**config.mk**
```make
export PLATFORM = sky130hd
export DESIGN_NAME = ecp5pll_phase_ctrl
export DESIGN_NICKNAME = d
export VERILOG_FILES = /design/src/rtl/ecp5pll_pkg.sv /design/src/rtl/ecp5pll_phase_ctrl.sv
export SDC_FILE = /design/constraint.sdc
export NUM_CORES = 1
export LEC_CHECK = 0
export CAP_MARGIN = 10
export CORE_MARGIN = 3
export CORE_UTILIZATION = 30
export CTS_CLUSTER_SIZE = 10
export DETAILED_ROUTE_END_ITERATION = 10
export GPL_ROUTABILITY_DRIVEN = 1
export SYNTH_ARGS = -nofsm -noshare
export SYNTH_HDL_FRONTEND = slang
export SYNTH_SLANG_ARGS = --single-unit
```
**constraint.sdc**
```tcl
create_clock -name clk_i -period 2.95 [get_ports clk_i]
set_input_delay 0.295 -clock clk_i [delete_from_list [all_inputs] [get_ports clk_i]]
set_output_delay 0.295 -clock clk_i [all_outputs]
set_load 0.05 [all_outputs]
```
**src/rtl/ecp5pll_pkg.sv**
```systemverilog
// Shared types and constants for the ecp5pll dynamic phase-shift controller.
// Channel indices use wrapper numbering; the ecp5pll wrapper remaps to PLL pins.
package ecp5pll_pkg;

    typedef enum logic [1:0] {
        IDLE  = 2'd0,
        SETUP = 2'd1,
        PULSE = 2'd2,
        HOLD  = 2'd3
    } state_t;

    typedef logic [1:0] ch_t;

    localparam ch_t CH_CLKOP  = 2'd0;
    localparam ch_t CH_CLKOS  = 2'd1;
    localparam ch_t CH_CLKOS2 = 2'd2;
    localparam ch_t CH_CLKOS3 = 2'd3;

    localparam int NUM_CH = 4;

endpackage

```
**src/rtl/ecp5pll_phase_ctrl.sv**
```systemverilog
// Dynamic phase-shift initiator: sequences phasesel/phasedir setup, step/load
// pulses and hold gaps, and tracks a wrapping step position per output.
module ecp5pll_phase_ctrl
    import ecp5pll_pkg::*;
#(
    parameter int SETUP_CYC = 2,
    parameter int PULSE_CYC = 2,
    parameter int HOLD_CYC  = 2,
    parameter int POS_W     = 12
) (
    input  logic                      clk_i,
    input  logic                      reset_n,
    input  logic                      req_valid,
    output logic                      req_ready,
    input  logic [1:0]                req_sel,
    input  logic                      req_dir,
    input  logic                      req_load,
    input  logic [7:0]                req_steps,
    output logic                      done,
    output logic                      busy,
    output logic [NUM_CH*POS_W-1:0]   pos_o,
    output logic [1:0]                phasesel,
    output logic                      phasedir,
    output logic                      phasestep,
    output logic                      phaseloadreg
);

    localparam logic [7:0] SETUP_LD = 8'(SETUP_CYC - 1);
    localparam logic [7:0] PULSE_LD = 8'(PULSE_CYC - 1);
    localparam logic [7:0] HOLD_LD  = 8'(HOLD_CYC - 1);

    state_t                         r_state;
    state_t                         w_state_nxt;
    logic [7:0]                     r_tmr;
    logic [7:0]                     w_tmr_nxt;
    logic [7:0]                     r_rem;
    logic [7:0]                     w_rem_nxt;
    logic                           r_load;
    logic                           w_load_nxt;
    ch_t                            r_sel;
    ch_t                            w_sel_nxt;
    logic                           r_dir;
    logic                           w_dir_nxt;
    logic                           r_ready;
    logic                           w_ready_nxt;
    logic                           r_done;
    logic                           w_done_nxt;
    logic                           r_busy;
    logic                           w_busy_nxt;
    logic                           r_step;
    logic                           w_step_nxt;
    logic                           r_ldreg;
    logic                           w_ldreg_nxt;
    logic [NUM_CH-1:0][POS_W-1:0]   r_pos;
    logic [NUM_CH-1:0][POS_W-1:0]   w_pos_nxt;

    logic                           w_accept;
    logic                           w_zero_req;
    logic                           w_tmr_zero;
    logic                           w_pulse_end;

    assign w_accept    = req_valid & r_ready;
    assign w_zero_req  = ~req_load & (req_steps == 8'd0);
    assign w_tmr_zero  = (r_tmr == 8'd0);
    assign w_pulse_end = (r_state == PULSE) & w_tmr_zero;

    // State register; every output is a flop so the PLL pins never see req_* directly.
    always_ff @(posedge clk_i or negedge reset_n) begin
        if (!reset_n) begin
            r_state <= IDLE;
            r_tmr   <= 8'd0;
            r_rem   <= 8'd0;
            r_load  <= 1'b0;
            r_sel   <= CH_CLKOP;
            r_dir   <= 1'b0;
            r_ready <= 1'b1;
            r_done  <= 1'b0;
            r_busy  <= 1'b0;
            r_step  <= 1'b0;
            r_ldreg <= 1'b0;
            r_pos   <= '0;
        end else begin
            r_state <= w_state_nxt;
            r_tmr   <= w_tmr_nxt;
            r_rem   <= w_rem_nxt;
            r_load  <= w_load_nxt;
            r_sel   <= w_sel_nxt;
            r_dir   <= w_dir_nxt;
            r_ready <= w_ready_nxt;
            r_done  <= w_done_nxt;
            r_busy  <= w_busy_nxt;
            r_step  <= w_step_nxt;
            r_ldreg <= w_ldreg_nxt;
            r_pos   <= w_pos_nxt;
        end
    end

    always_comb begin
        w_state_nxt = r_state;
        case (r_state)
            IDLE: begin
                if (w_accept && !w_zero_req) begin
                    w_state_nxt = SETUP;
                end
            end
            SETUP: begin
                if (w_tmr_zero) begin
                    w_state_nxt = PULSE;
                end
            end
            PULSE: begin
                if (w_tmr_zero) begin
                    w_state_nxt = HOLD;
                end
            end
            HOLD: begin
                if (w_tmr_zero) begin
                    w_state_nxt = (r_rem != 8'd0) ? PULSE : IDLE;
                end
            end
            default: w_state_nxt = IDLE;
        endcase
    end

    always_comb begin
        w_tmr_nxt  = w_tmr_zero ? 8'd0 : r_tmr - 8'd1;
        w_rem_nxt  = r_rem;
        w_load_nxt = r_load;
        w_sel_nxt  = r_sel;
        w_dir_nxt  = r_dir;
        w_pos_nxt  = r_pos;
        w_done_nxt = 1'b0;

        // The shared timer is reloaded for whichever phase is being entered.
        case (r_state)
            IDLE: begin
                if (w_accept) begin
                    w_sel_nxt  = req_sel;
                    w_dir_nxt  = req_dir;
                    w_load_nxt = req_load;
                    w_rem_nxt  = req_load ? 8'd1 : req_steps;
                    w_tmr_nxt  = SETUP_LD;
                    w_done_nxt = w_zero_req;
                end
            end
            SETUP: begin
                if (w_tmr_zero) begin
                    w_tmr_nxt = PULSE_LD;
                end
            end
            PULSE: begin
                if (w_tmr_zero) begin
                    w_tmr_nxt = HOLD_LD;
                    w_rem_nxt = r_rem - 8'd1;
                end
            end
            HOLD: begin
                if (w_tmr_zero) begin
                    w_tmr_nxt  = PULSE_LD;
                    w_done_nxt = (r_rem == 8'd0);
                end
            end
            default: ;
        endcase

        // Position moves on the falling edge of each pulse, wrapping modulo 2^POS_W.
        if (w_pulse_end) begin
            if (r_load) begin
                w_pos_nxt[r_sel] = '0;
            end else if (r_dir) begin
                w_pos_nxt[r_sel] = r_pos[r_sel] - POS_W'(1);
            end else begin
                w_pos_nxt[r_sel] = r_pos[r_sel] + POS_W'(1);
            end
        end

        w_ready_nxt = (w_state_nxt == IDLE);
        w_busy_nxt  = (w_state_nxt != IDLE);
        w_step_nxt  = (w_state_nxt == PULSE) & ~r_load;
        w_ldreg_nxt = (w_state_nxt == PULSE) &  r_load;
    end

    assign req_ready    = r_ready;
    assign done         = r_done;
    assign busy         = r_busy;
    assign pos_o        = r_pos;
    assign phasesel     = r_sel;
    assign phasedir     = r_dir;
    assign phasestep    = r_step;
    assign phaseloadreg = r_ldreg;

endmodule
```
; After elaboration in Yosys (flattened, before gate mapping)
; Index checks and enable logic that the tools add are counted.
[word_totals]
regBits = 75
inputBits = 15
out_inout_bits = 56
word_cells = 75
[op_classes]
add_sub_neg = 4
magnitude_cmp = 2
eq_ne = 6
n_mux = 25
bitwise = 9
n_reduce_logical = 14
[op_table]
columns = operator, count
row1 = bitwise mux 48 bit, 2
row2 = 2-to-1 mux 48 bit, 2
row3 = bitwise AND 48 bit, 1
row4 = 2-to-1 mux 8 bit, 6
row5 = inverter 48 bit, 1
row6 = case mux 8 bit (2 select lines), 2
row7 = binary-select mux 12 bit (select 2 bit), 1
row8 = demux 12 bit (select 2 bit), 1
row9 = zero test 8 bit, 3
row10 = 2-to-1 mux 12 bit, 2
row11 = "subtractor 8 x 1 -> 8 bit, second input constant", 2
row12 = "adder 12 x 1 -> 12 bit, second input constant", 1
row13 = "subtractor 12 x 1 -> 12 bit, second input constant", 1
row14 = 2-to-1 mux 2 bit, 5
row15 = case mux 2 bit (4 select lines), 1
row16 = nonzero test 8 bit, 1
row17 = "equality test 2 bit, second input constant", 3
row18 = bitwise AND 1 bit, 5
row19 = zero test 2 bit, 2
row20 = "!= test 2 bit, second input constant", 2
row21 = nonzero test 2 bit, 2
row22 = "less-than comparator 2 x 3 -> 1 bit, second input constant", 1
row23 = AND reduction 3 bit, 1
row24 = OR reduction 3 bit, 1
row25 = 8 further kinds, 11

; Longest topological paths before layout
; Gate-level depths: netlist (run 1).
[depth]
depth_word = 8
depth_mapped = 10
mapped_depth_nobuf = 9

; Least setup slack after synthesis (run 1)
; No wires, ideal clock.
[synth_timing]
path_type = register -> register
start = reg r_sel[0], in the netlist phasesel[0]
end = reg r_pos (netlist bit pos_o[44])
setup_ns = 0.121
arrival_time_ns = 2.997
t_required_ns = 2.829
path_slack_ns = -0.168
stages_incl_launch_ff = 11
path_buffers = 1
synth_period_minus_slack_ns = 3.118
cell_sequence = dfrtp_1 > buf_6 > mux4_1 > inv_1 > ha_1 > nand2_1 > or4_4 > or4_4 > o21ai_2 > xor2_2 > a22o_1
[synth_via]
elab_chain_len = 7
word_cells_on_any_way = 15
cone_classes = 2 x add/sub / 2 x order compare / 8 x mux / 2 x bitwise / 1 x reduce/logical
[synth_rtl]
columns = element, line_no
row1 = "start, declared", ecp5pll_phase_ctrl.sv:40  ; ch_t r_sel;
row2 = "start signal, assigned", ecp5pll_phase_ctrl.sv:87  ; r_sel <= w_sel_nxt;
row3 = "parallel branches: the longest is 6 deep, another holds adder 12 x 1 -> 12 bit", --
row4 = 2-to-1 mux 48 bit (*), ecp5pll_phase_ctrl.sv:168  ; if (r_load) begin
row5 = "end signal, assigned", ecp5pll_phase_ctrl.sv:94  ; r_pos <= w_pos_nxt;
row6 = "end, declared", ecp5pll_phase_ctrl.sv:54  ; logic [NUM_CH-1:0][POS_W-1:0] r_pos;
; Every way passes the cells marked *. The select of a mux whose other input is x is not followed.
; A chain may end at the register's enable or synchronous reset.

; Final worst setup path (run 1)
; Ends and elaborated chain as after synthesis.

==> results of run 1 <==
-- metal layers --
layer,up-vias,track usage
li1,1465,-
met1,1516,0.179
met2,96,0.251
met3,10,0.0383
met4,0,0.0348
met5,-,0
-- power groups by stage --
stage	clock, mW	sequential, mW	combinational, mW
2_1_floorplan	0	1.87	1.28
3_3_place_gp	0	1.56	2.21
3_5_place_dp	0	1.57	2.25
4_1_cts	1.25	1.55	2.25
5_1_grt	1.28	1.59	2.44
6_report	1.22	1.55	2.24
-- critical path, stage by stage (launching register included) --
cell and delay, ns:
dfrtp_2 0.46, mux4_2 0.58, inv_1 0.08, ha_1 0.16
nand2_1 0.07, or4_4 0.44, or4_4 0.43, o21ai_2 0.09
xor2_2 0.21, a22o_1 0.17
-- worst min path at each step --
stage,end,cells past startpoint,startpoint
6_report,pos_o[24]$_DFFE_PN0P_,2,reset_n
3_3_place_gp,pos_o[36]$_DFFE_PN0P_,1,reset_n
4_1_cts,pos_o[24]$_DFFE_PN0P_,2,reset_n
5_1_grt,pos_o[24]$_DFFE_PN0P_,2,reset_n
3_5_place_dp,pos_o[24]$_DFFE_PN0P_,1,reset_n
2_1_floorplan,busy$_DFF_PN0_,0,reset_n
-- flip-flops by register name, indices dropped and copies added, names as in the netlist --
name          flops
pos_o            48
r_rem             8
r_tmr             8
phasesel          2
r_state           2
busy              1
done              1
phasedir          1
phaseloadreg      1
phasestep         1
r_load            1
req_ready         1
-- layout by cell type, fill, tap and decap left out, types with 6 or more instances in the layout --
| master | count |
|---|---|
| dfrtp_1 | 72 |
| clkdlybuf4s50_1 | 69 |
| nand2_1 | 35 |
| nor2_1 | 30 |
| o21ai_0 | 24 |
| a22o_1 | 24 |
| inv_1 | 16 |
| a21oi_1 | 16 |
| buf_4 | 12 |
| o31ai_1 | 10 |
| xnor2_1 | 10 |
| clkbuf_16 | 9 |
| ha_1 | 8 |
| mux4_2 | 7 |
| nor3_1 | 7 |
| nand3_1 | 6 |
| nand2b_1 | 6 |
-- metrics by stage --
step | instances | cell area [um^2] | hold slack [ns] | power (mW) | utilization
CTS | 607 | 5080 | 0.379 | 5.06 | 0.416
global placement | 590 | 4740 | 0.189 | 3.77 | 0.389
global route | 607 | 5080 | 0.420 | 5.32 | 0.416
detailed placement | 590 | 4740 | 0.200 | 3.81 | 0.389
floorplan | 356 | 3820 | -0.000591 | 3.16 | -
finish | 607 | 5080 | 0.390 | 5.01 | 0.416
-- area by class of cell --
class	instances	area share
well taps	168	0.0413
repair buffers	83	0.157
multi-input cells	249	0.356
inverters	16	0.0118
clock buffers	9	0.0443
flip-flops and latches	75	0.370
clock inverters	7	0.0204
-- logic make-up (layout without fill, tap and decap cells) --
| family | Yosys count | in the layout | share of synthesized area |
|---|---|---|---|
| AND/OR/NAND/NOR | 114 | 114 | 0.149 |
| AO/OA/AOI/OAI | 93 | 93 | 0.167 |
| flip-flops | 75 | 75 | 0.492 |
| buffers and inverters | 32 | 115 | 0.0334 |
| multiplexers | 19 | 19 | 0.0964 |
| XOR/XNOR | 15 | 15 | 0.0364 |
| adder cells (fa/ha/maj) | 8 | 8 | 0.0262 |
==> impl_metrics.csv, run 1 <==
group,metric,value,unit
clock_network,cts_num_sinks,75,
sta,fmax,0.360,GHz
drt,dr_wl_met3,607,um
synth,synthMostInstantiatedCell,"dfrtp_1",
hold_path,hold_path.class,"primary input to async pin",
sta,slew_headroom,0.524,
place,pre_cts_ws,0.174,ns
drt,wl_met1,4.33,mm
drt,met2_length,4.92,mm
synth,synth_top_area_cell,"dfrtp_1",
synth,yosys.area.top_type_share,0.485,
clock_network,clock-root-buffer,"clkbuf_16",
drt,drc,0,
worst_setup_path,critPathLaunchType,"flop",
synth,avgSynthCellArea,10.7,um^2
layout,final_nets,457,
floorplanning,rows,40,
pwr,power.leakage,2.16,nW
layout,nFillCells,1203,
place,io_buffers,70,
pwr,combPwrFrac,0.447,
worst_setup_path,crit_fanout,6,
clock_network,post_cts_buffers,0,
synth,synth_nets,379,
drt,drtIter0Drc,248,
synth,synth_top_flop_cell,"dfrtp_1",
worst_setup_path,critPathCapture,"pos_o[44]$_DFFE_PN0P_",
global_route,antenna_found_initial,0,
clock_network,clkTransAtPathRegs,0.06,ns
pwr,power_density,986,nW/um^2
worst_setup_path,cp_data_required_time,3.22,ns
drt,first_pass_iters,4,
pwr,p_clk_frac,0.244,
global_route,track_usage,0.145,
synth,syn-instance-count,356,
synth,synth.distinct_cells,52,
sta,setup_violations,0,
worst_setup_path,ff2ff_setup_slack,0.17,ns
clock_network,h-tree-depth,3,
clock_network,cts_buffer_depth,2,
drt,num_vias,3087,
sta,tightest_slew,0.715,ns
worst_setup_path,r2r_end,"pos_o[44]$_DFFE_PN0P_",
sta,fin_skew,0.0117,ns
pwr,ir_drop,0.383,mV
worst_setup_path,crit_path_end_kind,"flop",
sta,rsz0062_at_grt,"no",
clock_network,cts_tree,"built",
floorplanning,die_w,119,um
floorplanning,chipHeight,119,um
sta,hold_violations,0,
synth,synth_edf_count,0,
global_route,grt_max_degree,39,
place,dp_hpwl,7.16,mm
sta,finalSetupTns,0,ns
layout,layout-area-overhead-vs-synth,33.2,%
pwr,seqPwrFrac,0.309,
drt,drt-vias-per-instance,5.09,
synth,yosys-top-cells-area,"dfrtp_1, a22o_1, mux4_1",
sta,drv_slew,0,
floorplanning,initial_core_util,0.313,
drt,top_layer,"met4",
synth,netlist_area,3820,um^2
layout,drive_above_1_share,0.118,
synth,netlist_top_cells_count,"dfrtp_1, nand2_1, nor2_1",
pwr,p_sw_frac,0.414,
pwr,internal_power,2.93,mW
synth,synth_warnings,0,
drt,drt_wl_total,9.95,mm
worst_setup_path,critPathKind,"flop to flop",
pwr,p_sw,2.08,mW
floorplanning,core,12200,um^2
floorplanning,die_area,14100,um^2
place,gp_congestion,0.840,
synth,ys_seq_elements,75,
layout,antennaDiodeCount,0,
sta,period_needed,2.78,ns
layout,layout.area.seq,1880,um^2
drt,ant_nets,0,
worst_setup_path,cp-startpoint,"phasesel[0]$_DFFE_PN0P_",
worst_setup_path,r2r_cells,9,
layout,multi_input_area,1810,um^2
clock_network,numCtsBuffers,9,
sta,fin_crit_sh,0.941,
global_route,grt_pass1_wl,16.3,mm
synth,synth.yosys.seq_area_share,0.492,
synth,async_flop_share,1.00,
sta,setup_ws,0.174,ns
drt,wl_per_cell,16.4,um
global_route,overflow,0,
worst_setup_path,reg2reg_from,"phasesel[0]$_DFFE_PN0P_",
run_status,status,"complete, no violations",
floorplanning,ios,71,
global_route,grt_pass1_vias,3148,
clock_network,cts_resized,0,
flow_run,maxCapViolations,0,
worst_setup_path,critPathArrivalTime,3.04,ns
clock_network,cts-hold-fix-buffers,1,
clock_network,insertion_delay,0.34,ns
No activity file was read; power rests on OpenSTA's default activity.
==> run 2: changes to the inputs <==
Settings changed: CORE_MARGIN 3 to unset, CTS_CLUSTER_DIAMETER set to 60.
==> run 2 against run 1 <==
  * Via count fell by 0.58%
  * Global-route usage rose by 1.4 points
  * Largest power group unchanged
  * Sequential share of layout area rose by 0.43 points
  * Total power fell by 4.4%
  * Clock skew fell by 0.0026 ns
  * Die area fell by 6.6%
  * Highest routed layer unchanged
  * Non-clock buffer count did not move
  * Critical endpoint is now pos_o[32]$_DFFE_PN0P_
  * First-iteration DRC count fell by 24%
  * Hold slack got worse by 0.0057 ns
==> impl_metrics.csv, run 2 (same netlist as run 1, synthesis figures left out) <==
group,metric,value,unit
run_status,status,"complete, no violations",
worst_setup_path,critPathLaunchType,"flop",
worst_setup_path,ff2ff_setup_slack,0.22,ns
sta,tightest_slew,0.718,ns
worst_setup_path,critPathArrivalTime,3.01,ns
sta,rsz0062_at_grt,"no",
drt,first_pass_iters,4,
clock_network,h-tree-depth,3,
global_route,grt_pass1_vias,3173,
floorplanning,die_area,13200,um^2
layout,largest_reg_flops,48,
sta,slew_headroom,0.522,
place,gp_congestion,0.817,
drt,drt_wl_total,9.69,mm
clock_network,cts_tree,"built",
worst_setup_path,reg2reg_from,"phasesel[0]$_DFFE_PN0P_",
drt,top_layer,"met4",
sta,fmax,0.366,GHz
global_route,overflow,0,
drt,num_vias,3069,
layout,layout_common_cells,"dfrtp_1, clkdlybuf4s50_1, nand2_1",
worst_setup_path,r2r_end,"pos_o[32]$_DFFE_PN0P_",
floorplanning,chipHeight,115,um
sta,finalSetupTns,0,ns
floorplanning,rows,40,
drt,drc,0,
clock_network,clock-root-buffer,"clkbuf_16",
global_route,grt_pass1_wl,16.0,mm
sta,setup_violations,0,
clock_network,insertion_delay,0.34,ns
worst_setup_path,crit_path_end_kind,"flop",
worst_setup_path,critPathKind,"flop to flop",
hold_path,hold_path.class,"primary input to async pin",
sta,fin_skew,0.00904,ns
worst_setup_path,r2r_cells,9,
sta,period_needed,2.73,ns
global_route,grt_max_degree,37,
pwr,power_density,953,nW/um^2
drt,met2_length,4.77,mm
layout,drive_above_1_share,0.114,
clock_network,post_cts_buffers,0,
sta,fin_crit_sh,0.927,
global_route,track_usage,0.158,
layout,antennaDiodeCount,0,
flow_run,maxCapViolations,0,
floorplanning,ios,71,
layout,fin_cells,607,
layout,layout_commonest_cell,"dfrtp_1",
layout,layout-area-overhead-vs-synth,31.6,%
floorplanning,initial_core_util,0.313,
global_route,antenna_found_initial,0,
floorplanning,core,12200,um^2
drt,drtIter0Drc,189,
place,dp.cells,590,
drt,drt-vias-per-instance,5.06,
layout,nFillCells,1225,
worst_setup_path,crit_fanout,6,
clock_network,cts_num_sinks,75,
drt,ant_nets,0,
sta,hold_violations,0,
clock_network,numCtsBuffers,9,
worst_setup_path,cp_data_required_time,3.22,ns
place,dp_hpwl,6.99,mm
pwr,power.leakage,2.12,nW
drt,wl_met1,4.32,mm
floorplanning,die_w,115,um
pwr,ir_drop,0.363,mV
drt,wl_per_cell,16.0,um
place,io_buffers,70,
sta,drv_slew,0,
layout,final_nets,457,
clock_network,clkTransAtPathRegs,0.06,ns
clock_network,cts_buffer_depth,2,
drt,dr_wl_met3,469,um
==> run 2: cell count changes in the layout (fill, tap and decap cells not counted), sizes merged <==
cell / previous run / this run
bufinv: 2 / 0
clkbuf: 9 / 11
clkinv: 0 / 2
clkinvlp: 0 / 2
inv: 21 / 17
==> run 2: worst max-delay path by stage <==
stage,depth (start not counted),endpoint,startpoint,slack [ns]
after floorplan,10,pos_o[44]$_DFFE_PN0P_,phasesel[0]$_DFFE_PN0P_,0.06
after global placement,9,pos_o[44]$_DFFE_PN0P_,phasesel[0]$_DFFE_PN0P_,0.26
after detailed placement,9,pos_o[32]$_DFFE_PN0P_,phasesel[0]$_DFFE_PN0P_,0.20
after CTS,9,pos_o[32]$_DFFE_PN0P_,phasesel[0]$_DFFE_PN0P_,0.20
after global routing,9,pos_o[8]$_DFFE_PN0P_,phasesel[0]$_DFFE_PN0P_,0.08
final,9,pos_o[32]$_DFFE_PN0P_,phasesel[0]$_DFFE_PN0P_,0.22
==> run 2: worst max-delay path, stage by stage, from the launching register on <==
cell     delay, ns
dfrtp_2       0.45
mux4_2        0.58
inv_1         0.09
ha_1          0.15
nand2_1       0.07
or4_4         0.45
or4_4         0.43
o21ai_2       0.09
xor2_2        0.21
a22o_1        0.16
==> run 2: cell type report <==
type,instances,area (um^2),share of cell area
Sequential cell,75,1880,0.374
Multi-Input combinational cell,249,1810,0.360
Timing Repair Buffer,83,796,0.158
Clock buffer,11,233,0.0463
Tap cell,168,210,0.0418
Inverter,16,60.1,0.0120
Clock inverter,5,37.5,0.00747
==> run 2: through the flow <==
stage | util | cell area, um^2 | total power [mW] | hold WS, ns | setup slack (ns)
2_1_floorplan | - | 3820 | 3.16 | -0.000591 | 0.0613
3_3_place_gp | 0.389 | 4740 | 3.77 | 0.197 | 0.260
4_1_cts | 0.411 | 5020 | 4.83 | 0.394 | 0.198
6_report | 0.411 | 5020 | 4.79 | 0.384 | 0.215
5_1_grt | 0.411 | 5020 | 5.11 | 0.420 | 0.0845
3_5_place_dp | 0.389 | 4740 | 3.80 | 0.206 | 0.205
==> run 2: metal layers <==
layer  up-vias  GRT usage
met2        92      0.265
met1      1496      0.203
met3        12     0.0385
met4         0     0.0485
met5         -          0
li1       1469          -
==> run 2: report_power, final <==
group / leakage, nW / switching (mW) / internal [mW]
Clock: 0.126 / 0.431 / 0.573
Combinational: 0.991 / 1.34 / 0.898
Sequential: 1.01 / 0.265 / 1.28
==> run 2: timing repair <==
action                    CTS  global route
resized for setup           0             0
hold buffers                1             0
hold endpoints to repair   12             0
==> run 3: changes to the inputs <==
Settings changed: CELL_PAD_IN_SITES_DETAIL_PLACEMENT set to 1, CELL_PAD_IN_SITES_GLOBAL_PLACEMENT set to 1, PLACE_DENSITY_LB_ADDON set to 0.1.
==> run 3 against run 2 <==
  * Setup slack lost 0.044 ns
  * Wire length grew 12%
  * Global-route usage up 1.8 points
  * Hold slack got worse by 0.38 ns
  * Critical endpoint is now pos_o[20]$_DFFE_PN0P_
  * Highest routed layer unchanged
==> impl_metrics.csv, run 3 (same netlist as run 1, synthesis figures left out) <==
group,metric,value,unit
worst_setup_path,reg2reg_from,"phasesel[0]$_DFFE_PN0P_",
sta,tightest_slew,0.790,ns
layout,largest_reg_flops,48,
pwr,power.leakage,2.16,nW
worst_setup_path,slowest_delay,0.57,ns
worst_setup_path,critPathKind,"flop to flop",
sta,setup_violations,0,
pwr,seqPwrFrac,0.320,
pwr,power_density,968,nW/um^2
sta,period_needed,2.78,ns
layout,multi_input_area,1810,um^2
floorplanning,rows,40,
clock_network,clkTransAtPathRegs,0.06,ns
sta,hold_violations,0,
layout,drive_above_1_share,0.128,
run_status,status,"complete, no violations",
worst_setup_path,r2r_cells,9,
drt,first_pass_iters,4,
worst_setup_path,crit_chain,"mux4_2 > inv_1 > ha_1 > nand2_1 > or4_4 > or4_4 > o21ai_2 > xor2_2 > a22o_1",
pwr,power,4.91,mW
worst_setup_path,crit_fanout,7,
hold_path,hold_path.class,"primary input to async pin",
global_route,track_usage,0.176,
place,pre_cts_ws,0.0883,ns
clock_network,clock-root-buffer,"clkbuf_16",
global_route,antenna_found_initial,0,
sta,fin_crit_sh,0.942,
worst_setup_path,crit_path_end_kind,"flop",
worst_setup_path,critPathArrivalTime,3.06,ns
clock_network,cts_num_sinks,75,
drt,drc,0,
global_route,overflow,0,
pwr,p_sw,2.10,mW
pwr,combPwrFrac,0.471,
flow_run,maxCapViolations,0,
pwr,p_clk_frac,0.209,
global_route,grt_max_degree,43,
sta,fmax,0.360,GHz
worst_setup_path,r2r_end,"pos_o[20]$_DFFE_PN0P_",
clock_network,h-tree-depth,3,
place,dp_hpwl,7.78,mm
layout,final_core_util,0.415,
drt,wl_per_cell,17.7,um
clock_network,cts-hold-fix-buffers,0,
layout,fin_cells,612,
global_route,grt_pass1_vias,3215,
place,io_buffers,70,
layout,fin_area,5070,um^2
layout,nFillCells,1406,
sta,rsz0062_at_grt,"no",
drt,drtIter0Drc,132,
worst_setup_path,path_common_cell,"or4_4",
sta,fin_skew,0.00853,ns
pwr,internal_power,2.81,mW
floorplanning,die_w,115,um
place,gp_congestion,0.740,
sta,finalSetupTns,0,ns
layout,layout.area.seq,1880,um^2
worst_setup_path,crit_slowest_cell,"mux4_2",
drt,num_vias,3099,
clock_network,insertion_delay,0.35,ns
floorplanning,core,12200,um^2
pwr,p_sw_frac,0.429,
floorplanning,initial_core_util,0.313,
sta,slew_headroom,0.473,
worst_setup_path,path_buf_inv,1,
worst_setup_path,path_delay_family,"simple AND/OR/NAND/NOR gates",
place,place_area,4770,um^2
place,dp.cells,593,
sta,setup_ws,0.171,ns
layout,final_nets,462,
drt,ant_nets,0,
pwr,ir_drop,0.411,mV
sta,drv_slew,0,
worst_setup_path,ff2ff_setup_slack,0.17,ns
worst_setup_path,critPathLaunchType,"flop",
worst_setup_path,cp_data_required_time,3.23,ns
floorplanning,die_area,13200,um^2
drt,drt-vias-per-instance,5.06,
clock_network,cts_buffer_depth,2,
drt,drt_wl_total,10.8,mm
floorplanning,chipHeight,115,um
global_route,grt_pass1_wl,17.3,mm
sta,hold_ws,0.00156,ns
clock_network,numCtsBuffers,9,
clock_network,cts_tree,"built",
layout,antennaDiodeCount,0,
layout,layout-area-overhead-vs-synth,32.8,%
layout,layout_commonest_cell,"dfrtp_1",
floorplanning,ios,71,
layout,layout_common_cells,"dfrtp_1, clkdlybuf4s50_1, nand2_1",
run 3: routing by layer:
metal,share of wire,up-vias,global-route usage
met1,0.46,1567,0.222
met4,0.011,0,0.0545
li1,-,1467,-
met2,0.49,56,0.297
met5,0,-,0
met3,0.036,9,0.0469
run 3: how the worst max path moves through the flow:
stage / startpoint / to / slack (ns) / cells past startpoint
final: phasesel[0]$_DFFE_PN0P_ / pos_o[20]$_DFFE_PN0P_ / 0.17 / 9
after global routing: phasesel[0]$_DFFE_PN0P_ / pos_o[20]$_DFFE_PN0P_ / 0.009 / 9
after CTS: phasesel[0]$_DFFE_PN0P_ / pos_o[20]$_DFFE_PN0P_ / 0.06 / 9
after detailed placement: phasesel[0]$_DFFE_PN0P_ / pos_o[20]$_DFFE_PN0P_ / 0.09 / 9
after global placement: phasesel[0]$_DFFE_PN0P_ / pos_o[44]$_DFFE_PN0P_ / 0.18 / 9
after floorplan: phasesel[0]$_DFFE_PN0P_ / pos_o[44]$_DFFE_PN0P_ / 0.06 / 10
run 3: final cells by class:
| cell class | count | share of cell area |
|---|---|---|
| timing repair buffer | 88 | 0.164 |
| sequential | 75 | 0.371 |
| inverter | 16 | 0.0118 |
| multi-input combinational | 249 | 0.358 |
| tap | 168 | 0.0415 |
| clock buffer | 12 | 0.0486 |
| clock inverter | 4 | 0.00518 |
run 3: power groups by stage:
stage | Combinational, mW | Clock (mW) | Sequential [mW]
3_3_place_gp | 2.25 | 0 | 1.59
3_5_place_dp | 2.29 | 0 | 1.60
5_1_grt | 2.53 | 1.09 | 1.61
6_report | 2.31 | 1.03 | 1.57
4_1_cts | 2.30 | 1.06 | 1.58
2_1_floorplan | 1.28 | 0 | 1.87
run 3: repair_timing:
item | 4_1_cts | 5_1_grt
resized for setup | 0 | 1
setup buffers | 0 | 3
setup endpoints to repair | 0 | 12
